<file path="src/rtl/sdram_req_scheduler.sv">
// rtl/sdram_req_scheduler.sv - two-master Wishbone scheduler serialising requests into the SDRAM controller
module sdram_req_scheduler #(
  parameter logic [7:0] REGION   = 8'h38,
  parameter int         MAX_HOLD = 4
) (
  input  logic        clk,
  input  logic        rst,
  input  logic        m0_stb_i,
  input  logic        m0_cyc_i,
  input  logic        m0_we_i,
  input  logic [3:0]  m0_sel_i,
  input  logic [31:0] m0_dat_i,
  input  logic [31:0] m0_adr_i,
  output logic        m0_ack_o,
  output logic [31:0] m0_dat_o,
  input  logic        m1_stb_i,
  input  logic        m1_cyc_i,
  input  logic        m1_we_i,
  input  logic [3:0]  m1_sel_i,
  input  logic [31:0] m1_dat_i,
  input  logic [31:0] m1_adr_i,
  output logic        m1_ack_o,
  output logic [31:0] m1_dat_o,
  output logic [22:0] ctrl_addr,
  output logic        ctrl_rw,
  output logic [31:0] ctrl_data_in,
  output logic [3:0]  ctrl_mask,
  output logic        ctrl_in_valid,
  input  logic        ctrl_busy,
  input  logic        ctrl_out_valid,
  input  logic [31:0] ctrl_data_out,
  output logic [1:0]  grant,
  output logic        sched_busy
);

  localparam int HW = $clog2(MAX_HOLD + 1);

  typedef enum logic [1:0] {S_IDLE, S_ISSUE, S_WAIT_RD, S_ACK} state_t;

  state_t        state_q, state_d;
  logic [HW-1:0] hold_q, hold_d;
  logic [1:0]    grant_q, grant_d;
  logic [22:0]   addr_q, addr_d;
  logic          rw_q, rw_d;
  logic [31:0]   wdata_q, wdata_d;
  logic [3:0]    mask_q, mask_d;
  logic          in_valid_q, in_valid_d;
  logic [31:0]   rdata_q, rdata_d;

  logic req0, req1, pick1, hold_full;
  logic unused_adr_bits;

  assign req0      = m0_stb_i & m0_cyc_i & (m0_adr_i[31:24] == REGION);
  assign req1      = m1_stb_i & m1_cyc_i & (m1_adr_i[31:24] == REGION);
  assign hold_full = (hold_q == HW'(MAX_HOLD));
  // DMA wins when alone, or when the CPU has used up its consecutive-grant allowance.
  assign pick1     = req1 & (~req0 | hold_full);
  assign unused_adr_bits = &{1'b0, m0_adr_i[23], m1_adr_i[23]};

  always_comb begin
    state_d    = state_q;
    hold_d     = hold_q;
    grant_d    = grant_q;
    addr_d     = addr_q;
    rw_d       = rw_q;
    wdata_d    = wdata_q;
    mask_d     = mask_q;
    in_valid_d = in_valid_q;
    rdata_d    = rdata_q;
    case (state_q)
      S_IDLE: begin
        if (req0 | req1) begin
          if (pick1) begin
            addr_d  = m1_adr_i[22:0];
            rw_d    = m1_we_i;
            wdata_d = m1_dat_i;
            mask_d  = m1_sel_i & {4{m1_we_i}};
            grant_d = 2'b10;
            hold_d  = '0;
          end else begin
            addr_d  = m0_adr_i[22:0];
            rw_d    = m0_we_i;
            wdata_d = m0_dat_i;
            mask_d  = m0_sel_i & {4{m0_we_i}};
            grant_d = 2'b01;
            hold_d  = req1 ? (hold_full ? hold_q : hold_q + HW'(1)) : '0;
          end
          in_valid_d = 1'b1;
          state_d    = S_ISSUE;
        end
      end
      S_ISSUE: begin
        if (~ctrl_busy) begin
          in_valid_d = 1'b0;
          state_d    = rw_q ? S_ACK : S_WAIT_RD;
        end
      end
      S_WAIT_RD: begin
        if (ctrl_out_valid) begin
          rdata_d = ctrl_data_out;
          state_d = S_ACK;
        end
      end
      default: begin
        grant_d = 2'b00;
        state_d = S_IDLE;
      end
    endcase
  end

  always_ff @(posedge clk or posedge rst) begin
    if (rst) begin
      state_q    <= S_IDLE;
      hold_q     <= '0;
      grant_q    <= 2'b00;
      addr_q     <= '0;
      rw_q       <= 1'b0;
      wdata_q    <= '0;
      mask_q     <= '0;
      in_valid_q <= 1'b0;
      rdata_q    <= '0;
    end else begin
      state_q    <= state_d;
      hold_q     <= hold_d;
      grant_q    <= grant_d;
      addr_q     <= addr_d;
      rw_q       <= rw_d;
      wdata_q    <= wdata_d;
      mask_q     <= mask_d;
      in_valid_q <= in_valid_d;
      rdata_q    <= rdata_d;
    end
  end

  // A master that dropped its cycle before the ack is not acked; the transfer itself still completed.
  assign m0_ack_o      = (state_q == S_ACK) & grant_q[0] & m0_stb_i & m0_cyc_i;
  assign m1_ack_o      = (state_q == S_ACK) & grant_q[1] & m1_stb_i & m1_cyc_i;
  assign m0_dat_o      = rdata_q;
  assign m1_dat_o      = rdata_q;
  assign ctrl_addr     = addr_q;
  assign ctrl_rw       = rw_q;
  assign ctrl_data_in  = wdata_q;
  assign ctrl_mask     = mask_q;
  assign ctrl_in_valid = in_valid_q;
  assign grant         = grant_q;
  assign sched_busy    = (state_q != S_IDLE);

endmodule
</file>
<file path="config.mk">
export PLATFORM = sky130hd
export DESIGN_NAME = sdram_req_scheduler
export DESIGN_NICKNAME = d
export VERILOG_FILES = /design/src/rtl/sdram_req_scheduler.sv
export SDC_FILE = /design/constraint.sdc
export NUM_CORES = 1
export LEC_CHECK = 0
export CORE_AREA = 2 2 120 122
export CTS_BUF_LIST = sky130_fd_sc_hd__clkbuf_4 sky130_fd_sc_hd__clkbuf_8
export CTS_CLUSTER_SIZE = 30
export DETAILED_ROUTE_END_ITERATION = 8
export DIE_AREA = 0 0 122 124
export DONT_BUFFER_PORTS = 1
export HOLD_SLACK_MARGIN = 0.1
export PLACE_DENSITY = 0.45
export SLEW_MARGIN = 10
export SYNTH_ARGS = -nofsm -noshare
export SYNTH_HDL_FRONTEND = slang
export SYNTH_SLANG_ARGS = --single-unit
</file>
<file path="constraint.sdc">
create_clock -name clk -period 4.15 [get_ports clk]
set_input_delay 0.415 -clock clk [delete_from_list [all_inputs] [get_ports clk]]
set_output_delay 0.415 -clock clk [all_outputs]
set_load 0.03 [all_outputs]
</file>
# Yosys cells after proc, flatten, opt, wreduce, memory -nomap -nowiden
# Cells that the tools add are included.
[op_classes]
add_sub_neg = 1
eq_ne = 10
muxes = 18
bitwise_logic = 17
reduce_logical = 10
[ops]
columns = ["op", "n"]
rows = [
  ["$mux 32", 1],
  ["$mux 23", 1],
  ["$eq 8x6->1 const B", 2],
  ["$and 1x1->1", 11],
  ["$mux 2", 5],
  ["$mux 3", 3],
  ["$reduce_and 3->1", 3],
  ["$and 4x4->4", 2],
  ["$ne 2x2->1 const B", 3],
  ["$pmux 2 s3", 1],
  ["$reduce_and 2->1", 3],
  ["$eq 2x2->1 const B", 2],
  ["$mux 1", 4],
  ["$mux 4", 1],
  ["$pmux 2 s2", 1],
  ["$reduce_bool 2->1", 2],
  ["$add 3x1->3 const B", 1],
  ["$eq 3x3->1 const B", 1],
  ["$ne 3x3->1 const B", 1],
  ["$eq 2x1->1 const B", 1],
  ["$logic_not 2->1", 1],
  ["$not 1->1", 2],
  ["$or 1x1->1", 2],
  ["$pmux 1 s2", 1],
  ["$reduce_or 2->1", 1],
]
[totals]
register_bits = 100
inputBits = 178
output_inout_bits = 130
word_cells = 65

# Depth between registers and ports, before layout
[logic_depth]
word_depth = 8
mapped_depth = 9
depth_no_buf = 7

# Least setup slack after synthesis
# No wires, ideal clock.
[synth_path]
path_kind = "input port to flip-flop"
start = "input m1_adr_i[30]"
end = "register state_q[0]"
setup_time_ns = 0.125
t_arrival_ns = 1.692
required_ns = 4.025
setup_slack_ns = 2.333
stages = 6
n_path_buf = 1
cell_sequence = "nor4_1 and3_1 buf_2 nor2_2 a222oi_1 mux2_2"
[synth_between]
elab_chain_len = 5
[synth_rtl]
columns = ["item", "line_no", "rtl"]
rows = [
  ["from (decl)", "21", "input logic [31:0] m1_adr_i,"],
  ["$eq 8x6->1", "54", "assign req1 = m1_stb_i & m1_cyc_i & (m1_adr_i[31:24] == REGION);"],
  ["$and 1x1->1", "54", ""],
  ["$or 1x1->1", "72", "if (req0 | req1) begin"],
  ["$ne 2x2->1 (no source line)", "n/a", ""],
  ["$reduce_and 3->1 (no source line)", "n/a", ""],
  ["to (signal assigned)", "123", "state_q <= state_d;"],
  ["to (decl)", "40", "state_t state_q, state_d;"],
]
# No other way between the ends.
# A chain may end at the register's enable or synchronous reset.

# Final worst setup path
[layout_path]
start = "register state_q[0]"
end = "register addr_q[4], in the netlist ctrl_addr[4]"
[layout_between]
elab_chain_len = 2
[layout_rtl]
columns = ["item", "line_no", "rtl"]
rows = [
  ["$logic_not 2->1", "70", "case (state_q)"],
  ["$reduce_and 2->1 (no source line)", "n/a", ""],
  ["to (signal assigned)", "126", "addr_q <= addr_d;"],
  ["to (decl)", "43", "logic [22:0] addr_q, addr_d;"],
]
# No other way between the ends.

==> reports/metrics.yaml <==
critPathKind: "reg2reg"
fin_crit_sh: 0.6416
fin_ws_ns: 1.487
fin_nets: 570
first_iter_violations: 103
portBuffers: 0
first_pass_iters: 4
layout-drive-gt1-share: 0.1641
routabilityCongestion: 0.7426
synth_ff_type: "dfrtp_1"
max_slew_margin: 0.2055
layout_commonest_cell: "nand2_1"
async_flop_share: 1.000
clock_skew_ns: 0.01135
grt_usage: 0.1492
clk_pin_slew_ns: 0.10
grt_max_degree: 62
final_cell_area_um2: 4715
synth_seq_cells: 100
place_inst: 554
rsz0062_at_grt: "false"
worstMarginPinSlew_ns: 1.192
synth_cell_types: 35
remaining_drc_errors: 0
hp-start: "m1_dat_i[16]"
startpoint_type: "flip-flop"
place_ws_ns: 1.490
worst_path_largest_cell_delay_ns: 0.87
peakVddDrop_mv: 0.2072
synth_area_um2: 4527
status: "completed"
avgSynthCellArea_um2: 10.68
vias_per_cell: 5.209
vias: 2969
grt_pass1_wl_um: 16680
clock.fmax_mhz: 375.6
cts_made_buffers: 9
wl_um: 11750
diodes: 0
ant_nets: 0
yosys-top-cells-area: "dfrtp_1 55%, nand2_1 9.9%, a22oi_1 9.3%"
cellPowerDensity_nw_per_um2: 687.3
total_power_mw: 3.240
clkLatencyLatePin_ns: 0.37
wl_per_cell_um: 20.62
syn_to_final_growth_pct: 4.146
fp.dieH_um: 124
synth_cells: 424
instances_no_fill: 570
worstSetupEndpointType: "flip-flop"
synth_top_area_frac: 0.5528
cts_buffer_depth: 2
cts-root-buf: "clkbuf_8"
utilization: 0.3436
cts_tree: "built"
yosysSeqAreaShare: 0.5528
clock_sinks: 100
crit_fanout: 41
grt_pass1_vias: 2972
drv_slew: 0
ios: 308
min_path_type: "in2reg"
rr_startpoint: "state_q[0]$_DFFE_PP0P_"
grt_overflow_total: 0
power_leakage_nw: 2.276
arrival_ns: 2.96
die_area_um2: 15130
dp_hpwl_um: 8658
tns_ns: 0
report.final.setup_viol: 0
initial_core_util: 0.3300
syn_nets: 608
ys.warnings.count: 0
fillerInstances: 1404
fin_hold_ws_ns: 0.1476
synth_top_area_cell: "dfrtp_1"
rows: 43
cp-startpoint: "state_q[0]$_DFFE_PP0P_"
hold_viol: 0
placed_cell_area_um2: 4467
path_cells: "inv_1, ha_1, nand4_1, a21oi_4, buf_4, a22oi_1, nand2_1"
synth_edf_count: 0
most-common-layout-cells: "119 x nand2_1, 100 x dfrtp_1, 56 x a22oi_1, 35 x mux2_2, 11 x inv_1"
drv_cap: 0
h-tree-depth: 3
slowest_stage: "a21oi_4"
cp.required_ns: 4.45
period_needed_ns: 2.663
antenna_found_initial: 0
core_um2: 13720
fp.dieW_um: 122
[registers in the layout (all words and copies together) (netlist names)]
name,count
hold_q,3
ctrl_rw,1
ctrl_data_in,32
state_q,2
ctrl_in_valid,1
grant,2
m0_dat_o,32
ctrl_addr,23
ctrl_mask,4
[critical path, delay by kind of cell (launching register included)]
kind | cells | cell delay (ns)
fa+ha+maj | 1 | 0.37
flops | 1 | 0.42
simple gates | 2 | 0.31
compound gates | 2 | 0.97
buf+inv | 2 | 0.49
[synthesized netlist by cell type (all sizes together), types with 3 or more instances]
cell / number
clkbuf: 6
and3: 5
mux2: 35
a22oi: 56
nand2: 119
inv: 12
nand3: 5
buf: 50
and2: 3
a32oi: 4
o21ai: 4
dfrtp: 100
ha: 6
[worst paths after layout]
check / endpoint / slack, ns / depth (start not counted)
min in group asynchronous: ctrl_data_in[29]$_DFFE_PP0P_ / 0.61 / 2
min: ctrl_data_in[16]$_DFFE_PP0P_ / 0.15 / 2
min reg2reg: hold_q[2]$_DFFE_PP0P_ / 0.52 / 2
max in group asynchronous: m0_dat_o[29]$_DFFE_PP0P_ / 2.43 / 3
max: ctrl_addr[4]$_DFFE_PP0P_ / 1.49 / 7
max reg2reg: ctrl_addr[4]$_DFFE_PP0P_ / 1.49 / 7
[area by class of cell]
type	instances	area [um^2]	area share
Clock buffer	9	123.9	0.02627
Clock inverter	6	113.9	0.02415
Inverter	12	47.55	0.01008
Multi-Input combinational cell	256	1647	0.3493
Sequential cell	100	2502	0.5308
Tap cell	180	225.2	0.04777
Timing Repair Buffer	7	55.05	0.01168
[metal layers]
metal,part of all wire,global-route usage,up-vias
li1,-,-,1345
met1,0.35,0.1560,1413
met2,0.52,0.2619,197
met3,0.11,0.06548,14
met4,0.016,0.06250,0
met5,0,0,-
[what timing repair did]
item	in CTS	in global routing
resized for setup	0	0
setup buffers	0	0
hold buffers	1	0
hold endpoints to repair	50	0
[report_power, final]
part / internal [mW] / switching, mW / leakage, nW / total, mW
Sequential: 1.16 / 0.914 / 1.31 / 2.08
Clock: 0.398 / 0.329 / 0.112 / 0.727
Combinational: 0.241 / 0.196 / 0.853 / 0.437
Total: 1.80 / 1.44 / 2.28 / 3.24
[cells by family (layout without fill, tap and decap cells)]
kind of cell    Yosys count  count (layout)  share of synthesized area
flops                   100             100                     0.5528
fa+ha+maj                 6               6                    0.01658
buf+inv                  68              34                    0.08706
mux                      35              35                    0.08707
simple gates            143             143                     0.1371
compound gates           72              72                     0.1194
Power figures use the tool's default switching activity.
